**config.mk**
```make
export PLATFORM = sky130hd
export DESIGN_NAME = fifo_rr_arbiter
export DESIGN_NICKNAME = d
export VERILOG_FILES = /design/src/rtl/fifo_rr_arbiter.sv
export SDC_FILE = /design/constraint.sdc
export NUM_CORES = 1
export LEC_CHECK = 0
export ABC_CLOCK_PERIOD_IN_PS = 3700
export CORE_MARGIN = 1.5
export CORE_UTILIZATION = 41
export CTS_CLUSTER_DIAMETER = 200
export DETAILED_ROUTE_END_ITERATION = 12
export PLACE_DENSITY = 0.82
export SLEW_MARGIN = 5
export SYNTH_ARGS = -nofsm -noshare
export SYNTH_HDL_FRONTEND = slang
export SYNTH_SLANG_ARGS = --single-unit
```
**constraint.sdc**
```tcl
create_clock -name clk -period 3.7 [get_ports clk]
set_input_delay 1.11 -clock clk [delete_from_list [all_inputs] [get_ports clk]]
set_output_delay 1.11 -clock clk [all_outputs]
set_load 0.01 [all_outputs]
```
**src/rtl/fifo_rr_arbiter.sv**
```systemverilog
// Round-robin write-port arbiter and read sequencer for a 16x16 flagless fifo.
// Define FIFO_ARB_BURST_EN to let a winner keep the grant for up to 4 transfers.
module fifo_rr_arbiter #(
    parameter int NREQ  = 4,
    parameter int DW    = 16,
    parameter int DEPTH = 16,
    parameter int CW    = 5
) (
    input  logic               clk,
    input  logic               rst,
    input  logic [NREQ-1:0]    req_valid,
    input  logic [NREQ*DW-1:0] req_data,
    output logic [NREQ-1:0]    req_ready,
    output logic [2:0]         grant_id,
    input  logic               rd_req,
    output logic               fifo_wr,
    output logic [DW-1:0]      fifo_din,
    output logic               fifo_rd,
    output logic [CW-1:0]      count,
    output logic               full,
    output logic               empty
);

    localparam int PW = (NREQ > 1) ? $clog2(NREQ) : 1;
    localparam logic [CW-1:0] CAP = CW'(DEPTH - 1);

    typedef enum logic [1:0] {
        EMP = 2'd0,
        PAR = 2'd1,
        FUL = 2'd2
    } state_t;

    state_t          state_r;
    state_t          state_nxt_s;
    logic [CW-1:0]   count_r;
    logic [CW-1:0]   count_nxt_s;
    logic [PW-1:0]   ptr_r;
    logic [PW-1:0]   cand_s;
    logic [PW-1:0]   win_idx_s;
    logic            win_found_s;
    logic            issue_rd_s;
    logic            accept_s;
    logic            xfer_s;
    logic [NREQ-1:0] ready_s;
    logic [2:0]      grant_id_r;
    logic            fifo_wr_r;
    logic [DW-1:0]   fifo_din_r;
    logic            fifo_rd_r;
    logic            full_s;
    logic            empty_s;

`ifdef FIFO_ARB_BURST_EN
    logic [1:0]      burst_cnt_r;
    logic            burst_lock_r;
    logic [PW-1:0]   lock_id_s;

    assign lock_id_s = grant_id_r[PW-1:0];
`endif

    // A full fifo can still take a word when a read drains it in the same cycle
    assign issue_rd_s = rd_req && (state_r != EMP);
    assign accept_s   = (state_r != FUL) || issue_rd_s;
    assign xfer_s     = win_found_s && accept_s;

    // Round-robin search starting just after the last winner
    always_comb begin
        win_found_s = 1'b0;
        win_idx_s   = {PW{1'b0}};
        cand_s      = {PW{1'b0}};
        for (int k = 1; k <= NREQ; k++) begin
            cand_s = PW'((int'(ptr_r) + k) % NREQ);
            if (!win_found_s && req_valid[cand_s]) begin
                win_found_s = 1'b1;
                win_idx_s   = cand_s;
            end else begin
                win_found_s = win_found_s;
            end
        end
`ifdef FIFO_ARB_BURST_EN
        if (burst_lock_r && req_valid[lock_id_s]) begin
            win_found_s = 1'b1;
            win_idx_s   = lock_id_s;
        end else begin
            win_found_s = win_found_s;
        end
`endif
    end

    // One-hot ready strobe for the winner when a word can be taken
    always_comb begin
        ready_s = {NREQ{1'b0}};
        if (xfer_s) begin
            ready_s[win_idx_s] = 1'b1;
        end else begin
            ready_s = {NREQ{1'b0}};
        end
    end

    // Occupancy update from the write/read pair of this cycle
    always_comb begin
        case ({xfer_s, issue_rd_s})
            2'b10:   count_nxt_s = count_r + CW'(1'b1);
            2'b01:   count_nxt_s = count_r - CW'(1'b1);
            default: count_nxt_s = count_r;
        endcase
    end

    // Next state follows the next occupancy
    always_comb begin
        if (count_nxt_s == {CW{1'b0}}) begin
            state_nxt_s = EMP;
        end else if (count_nxt_s == CAP) begin
            state_nxt_s = FUL;
        end else begin
            state_nxt_s = PAR;
        end
    end

    // State and occupancy registers
    always_ff @(posedge clk or posedge rst) begin
        if (rst) begin
            state_r <= EMP;
            count_r <= {CW{1'b0}};
        end else begin
            state_r <= state_nxt_s;
            count_r <= count_nxt_s;
        end
    end

    // Status flags decoded from the registered state
    always_comb begin
        case (state_r)
            EMP: begin
                full_s  = 1'b0;
                empty_s = 1'b1;
            end
            FUL: begin
                full_s  = 1'b1;
                empty_s = 1'b0;
            end
            default: begin
                full_s  = 1'b0;
                empty_s = 1'b0;
            end
        endcase
    end

    // Registered fifo strobes, write data, grant and rotation pointer
    always_ff @(posedge clk or posedge rst) begin
        if (rst) begin
            fifo_wr_r  <= 1'b0;
            fifo_rd_r  <= 1'b0;
            fifo_din_r <= {DW{1'b0}};
            grant_id_r <= 3'd0;
            ptr_r      <= PW'(NREQ - 1);
        end else begin
            fifo_wr_r <= xfer_s;
            fifo_rd_r <= issue_rd_s;
            if (xfer_s) begin
                fifo_din_r <= req_data[win_idx_s*DW +: DW];
                grant_id_r <= 3'(win_idx_s);
                ptr_r      <= win_idx_s;
            end else begin
                fifo_din_r <= fifo_din_r;
                grant_id_r <= grant_id_r;
                ptr_r      <= ptr_r;
            end
        end
    end

`ifdef FIFO_ARB_BURST_EN
    // Burst tracking: lock after a transfer, release after the 4th or on valid drop
    always_ff @(posedge clk or posedge rst) begin
        if (rst) begin
            burst_cnt_r  <= 2'd0;
            burst_lock_r <= 1'b0;
        end else if (xfer_s) begin
            if (burst_cnt_r == 2'd3) begin
                burst_cnt_r  <= 2'd0;
                burst_lock_r <= 1'b0;
            end else begin
                burst_cnt_r  <= burst_cnt_r + 2'd1;
                burst_lock_r <= 1'b1;
            end
        end else if (burst_lock_r && !req_valid[lock_id_s]) begin
            burst_cnt_r  <= 2'd0;
            burst_lock_r <= 1'b0;
        end else begin
            burst_cnt_r  <= burst_cnt_r;
            burst_lock_r <= burst_lock_r;
        end
    end
`endif

    assign req_ready = ready_s;
    assign grant_id  = grant_id_r;
    assign fifo_wr   = fifo_wr_r;
    assign fifo_din  = fifo_din_r;
    assign fifo_rd   = fifo_rd_r;
    assign count     = count_r;
    assign full      = full_s;
    assign empty     = empty_s;

endmodule

```
==> flow_summary.toml, run 1 <==
[placed_design]
dp.cells = 391
dp_hpwl_um = 4860
gp_congestion = 0.840
placement.io_buffers = 101

[critical_path]
cp.arrival_ps = 2550
start_kind = "input pin"
required_ps = 2590
crit_type = "input pin to output pin"
endpoint_kind = "output pin"
path_max_fanout = 11

[logic_synthesis]
ys_ff_latch = 29
synth-compound-area-share_pct = 26.7
synth-simple-area-share_pct = 25.5
synth_edf_count = 0
async_flop_share_pct = 100
synthAdderAreaFrac_pct = 1.82
synthMuxAreaShare_pct = 2.07
synth.net_count = 291
yosys-top-cells-area = "dfrtp_1 33%, and4_1 14%, a211oi_1 12%, o31ai_1 5.8%, nand2_1 2.9%"
avgSynthCellArea_um2 = 9.49
syn_inst = 217
synth_ff_type = "dfrtp_1"
synth_seq_area_share_pct = 35.4
synth_area_um2 = 2060
yosysTopAreaCell = "dfrtp_1"
yosysUniqueCellTypes = 47
yosys_warnings = 0
synth_top_area_share_pct = 32.8
yosys.area_share.xor_xnor_pct = 1.70
synth_top_family_by_area = "compound AO/OA/AOI/OAI gates"

[flow_run]
cap_violations = 0

[detailed_routing]
viasPerCell = 5.61
wl_per_cell_um = 16.4
drtIter0Drc = 137
drc = 0
dr.pass1.iters = 4
totalWireLength_um = 6590
dr_total_vias = 2260
postRouteAntennaNets = 0

[sta]
fin_crit_sh_pct = 99.1
tightest_slew_ps = 733
rsz0062_at_grt = "true"
max_freq_ghz = 0.273
maxSlewViolCount = 0
hold_viol_final = 0
finClkSkew_ps = 6.29
fin_crit_ps = 3660
finalSetupViolations = 0
slew_headroom_pct = 51.1

[cells_and_area]
diodes = 0
fill_cells = 347
seqCellArea_um2 = 728
fin_nets = 409
multi_input_area_um2 = 1230
final_layout_size_suffix_gt1_share_pct = 19.3
syn_to_final_growth_pct = 67.5
stdcell_count = 403

[clock_tree]
cts_root_buffer = "clkbuf_8"
cts_tree = "built"
htree_levels = 2
clock-sinks = 29
cts_buffers = 5
cts_buffer_depth = 2
clk_latency_ps = 280
path_clk_slew_ps = 60
cts_hold_buf = 0

[global_routing]
antenna_found_initial = 0
grt_start_max_net_pins = 23
gr-total-overflow = 0
grt_usage_pct = 25.0
grt_pass1_vias = 2145
grt_pass1_wl_um = 10500

[die]
coreArea_um2 = 4790
dieArea_um2 = 5460
fp.dieH_um = 73.9
io_pins = 103
rows = 25
die_w_um = 73.9
start_util_pct = 43.0

[worst_hold_path]
hp-class = "flop to flop"

[outcome]
outcome = "finished clean"

[power_and_ir_drop]
power_density_nw_per_um2 = 565
leakagePower_nw = 1.37
finalPower_mw = 1.95
ir_drop_mv = 0.279
report_power, final:
part | internal, mW | total [mW] | switching, mW
Combinational | 0.568 | 1.04 | 0.474
Sequential | 0.448 | 0.563 | 0.114
Clock | 0.219 | 0.343 | 0.124
synth_stat cells (all sizes together), types with 3 or more instances:
| master | count |
|---|---|
| nor3 | 4 |
| o21ai | 4 |
| ha | 3 |
| o31ai | 16 |
| nor2 | 5 |
| nand2b | 3 |
| inv | 6 |
| a21oi | 3 |
| nor2b | 4 |
| a211oi | 33 |
| a21o | 3 |
| and4 | 33 |
| nand2 | 16 |
| buf | 10 |
| dfrtp | 27 |
| clkbuf | 14 |
worst paths after layout:
kind,start,to,slack (ps),depth (start not counted)
max,req_valid[2],req_ready[0],40,7
min,grant_id[1]$_DFFE_PP0P_,grant_id[1]$_DFFE_PP0P_,490,1
max reg2reg,state_r[1]$_DFF_PP0_,state_r[0]$_DFF_PP0_,1160,12
min reg2reg,grant_id[1]$_DFFE_PP0P_,grant_id[1]$_DFFE_PP0P_,490,1
max in group asynchronous,rst,ptr_r[0]$_DFFE_PP1P_,1740,3
min in group asynchronous,rst,count[4]$_DFF_PP0_,1250,2
timing repair:
item                                   4_1_cts  5_1_grt
resized for setup                           26        4
setup buffers                                1        3
endpoints found under the hold margin        0        0
setup endpoints to repair                    7        5
pin swaps                                    2        4
logic make-up after synthesis:
| logic type | count (synthesis) |
|---|---|
| multiplexers | 4 |
| flip-flops | 29 |
| other | 1 |
| buffers and inverters | 30 |
| AO/OA/AOI/OAI | 70 |
| adder cells (fa/ha/maj) | 3 |
| AND/OR/NAND/NOR | 76 |
| XOR/XNOR | 4 |
layout make-up:
type	count	share of cell area (%)
timing repair buffer	135	36.7
clock inverter	1	0.871
inverter	6	0.653
sequential	29	21.1
tap	67	2.43
multi-input combinational	158	35.7
clock buffer	7	2.50
registers in the layout, summed over array words and instances (netlist names):
register,flops
fifo_din,16
fifo_wr,1
ptr_r,2
grant_id,2
state_r,2
fifo_rd,1
count,5
critical path: stages:
cell	delay, ps
clkdlybuf4s50_1	490
nand2b_1	120
a21o_1	190
buf_6	170
nand3_2	120
nor3_1	190
buf_2	170
metal layers:
metal  vias to the layer above  global-route usage (%)  share of wire, %
li1                       1079                       -                 -
met1                      1068                    33.7                42
met4                         0                    10.1               2.6
met3                        15                    4.80               5.6
met5                         -                       0                 0
met2                        98                    39.2                49
through the flow:
step                TNS, ps  hold WS [ps]  instance area [µm²]  util, %  setup WS [ps]
CTS                   -25.4           480                 3410     71.3          -25.4
detailed placement    -2460           466                 3280     68.5           -413
global route          -59.3           505                 3450     72.1          -41.7
global placement      -2310           461                 3280     68.5           -401
finish                    0           487                 3450     72.1           35.1
floorplan                 0           516                 2060        -           71.7
cells in the final DEF (no fill, tap or decap), drive strengths merged, types with 3 or more instances in the layout:
cell           netlist  layout
nor3                 4       4
clkbuf              14       7
inv                  6       6
dfrtp               27      27
a21oi                3       3
ha                   3       3
nand2b               3       3
a21o                 3       3
buf                 10      38
nand2               16      16
nor2b                4       4
a211oi              33      33
o21ai                4       4
and4                33      33
o31ai               16      16
clkdlybuf4s50        0      94
nor2                 5       5
No activity file was read; power rests on OpenSTA's default activity.
==> run 2, diff against run 1 <==
ABC_CLOCK_PERIOD_IN_PS = 2950   (was 3700)
CORE_UTILIZATION = 37   (was 41)
PLACE_DENSITY = 0.78   (was 0.82)
clock period = 2.95 ns   (was 3.7 ns; I/O delays follow)
==> flow_summary.toml, run 2 (synthesis results as in run 1) <==
[outcome]
outcome = "finished clean"

[global_routing]
grt_start_max_net_pins = 33
antenna_found_initial = 0
gr-total-overflow = 0
grt_usage_pct = 22.3
grt_pass1_wl_um = 10400
grt_pass1_vias = 2146

[critical_path]
cpMostUsedCell = "buf_4"
endpoint_kind = "flop"
critPathTopFamily = "compound AO/OA/AOI/OAI gates"
cp_slowest_stage_delay_ps = 470
worst-path-buf-inv = 3
required_ps = 3120
slowest_stage = "o41ai_1"
crit_type = "input pin to flop"
path_max_fanout = 5
cp.arrival_ps = 3090
crit_chain = "buf_6 -> or2_4 -> o32ai_4 -> buf_4 -> buf_4 -> ha_4 -> o41ai_1 -> o2bb2ai_2 -> nor4_2 -> o21bai_1"
start_kind = "input pin"

[detailed_routing]
totalWireLength_um = 6720
drtIter0Drc = 101
drc = 0
wl_per_cell_um = 16.5
postRouteAntennaNets = 0
dr.pass1.iters = 4
viasPerCell = 5.52
dr_total_vias = 2247

[die]
die_w_um = 77.6
rows = 26
coreArea_um2 = 5240
start_util_pct = 39.3
io_pins = 103
dieArea_um2 = 6020
fp.dieH_um = 77.6

[sta]
rsz0062_at_grt = "true"
fin_ws_ps = 26.4
finClkSkew_ps = 3.21
finalSetupViolations = 0
hold_viol_final = 0
maxSlewViolCount = 0
tns_ps = 0
max_freq_ghz = 0.342
fin_crit_sh_pct = 99.1
fin_crit_ps = 2920

[clock_tree]
htree_levels = 2
clock-sinks = 29
cts_buffer_depth = 2
cts_tree = "built"
cts_root_buffer = "clkbuf_8"
cts_buffers = 5
path_clk_slew_ps = 60
clk_latency_ps = 290

[power_and_ir_drop]
finalPower_mw = 2.41
power_density_nw_per_um2 = 684
ir_drop_mv = 0.327
leakagePower_nw = 1.38

[placed_design]
dp_hpwl_um = 4740
gp_congestion = 0.832
placement.io_buffers = 101
place_ws_ps = -710
place_area_um2 = 3280

[cells_and_area]
diodes = 0
largest_register_ffs = 16
final_cell_mix = "92 x clkdlybuf4s50_1, 33 x and4_1, 33 x a211oi_1, 30 x buf_4, 27 x dfrtp_1"
multi_input_area_um2 = 1340
syn_to_final_growth_pct = 71.0
fin_nets = 410
layout_commonest_cell = "clkdlybuf4s50_1"
fill_cells = 428
design_area_um2 = 3520
final_layout_size_suffix_gt1_share_pct = 23.1
seqCellArea_um2 = 728

[worst_hold_path]
hp-class = "flop to flop"

[flow_run]
cap_violations = 0
-- run 2: path summary, 6_finish.rpt --
| kind | start | endpoint | slack, ps | depth (start not counted) |
|---|---|---|---|---|
| setup / recovery | req_valid[0] | state_r[0]$_DFF_PP0_ | 30 | 10 |
| hold / removal | fifo_din[1]$_DFFE_PP0P_ | fifo_din[1]$_DFFE_PP0P_ | 470 | 2 |
| setup reg to reg | state_r[0]$_DFF_PP0_ | state_r[0]$_DFF_PP0_ | 500 | 11 |
| hold reg to reg | fifo_din[1]$_DFFE_PP0P_ | fifo_din[1]$_DFFE_PP0P_ | 470 | 2 |
| max in group asynchronous | rst | ptr_r[0]$_DFFE_PP1P_ | 1670 | 3 |
| min in group asynchronous | rst | fifo_din[11]$_DFFE_PP0P_ | 960 | 3 |
-- run 2: tightest hold or removal path: cells and delay by family (launching register included) --
family / cells / cell delay (ps)
and+or+nand+nor: 1 / 50
AOI/OAI and AO/OA: 1 / 50
DFF: 1 / 340
-- run 2: final cells by class --
class / count / share of cell area, %
multi-input cells: 158 / 37.9
inverters: 6 / 0.639
repair buffers: 136 / 36.0
clock buffers: 8 / 2.27
flip-flops and latches: 29 / 20.7
well taps: 70 / 2.49
-- run 2: what timing repair did --
action,CTS,global route
hold buffers,0,0
setup buffers,3,6
gates cloned,0,0
endpoints found under the setup margin,8,7
pin swaps,9,14
gates resized for setup,42,17
-- run 2: stage by stage --
step / util [%] / hold slack [ps] / instances
final: 67.2 / 474 / 407
after global routing: 67.2 / 484 / 407
after floorplan: - / 511 / 217
after CTS: 65.4 / 477 / 403
after global placement: 62.7 / 459 / 392
after detailed placement: 62.7 / 465 / 392
-- run 2: power breakdown --
group / internal (mW) / leakage, nW / switching [mW] / total (mW)
clock: 0.167 / 0.0395 / 0.152 / 0.319
combinational: 0.754 / 1.01 / 0.621 / 1.38
sequential: 0.562 / 0.334 / 0.153 / 0.715
-- run 2: metal layers --
| layer | up-vias | wire, µm | share of wire (%) | GRT usage [%] |
|---|---|---|---|---|
| li1 | 1084 | - | - | - |
| met1 | 1072 | 2740 | 41 | 26.3 |
| met2 | 75 | 3310 | 49 | 35.8 |
| met3 | 16 | 420 | 6.3 | 6.94 |
| met4 | 0 | 247 | 3.7 | 12.5 |
| met5 | - | 0 | 0 | 0 |
==> run 3, diff against run 2 <==
HOLD_SLACK_MARGIN = 0.02   (was default)
==> results of run 3 <==
No change in the layout: final DEF, timing and power equal those of run 2.
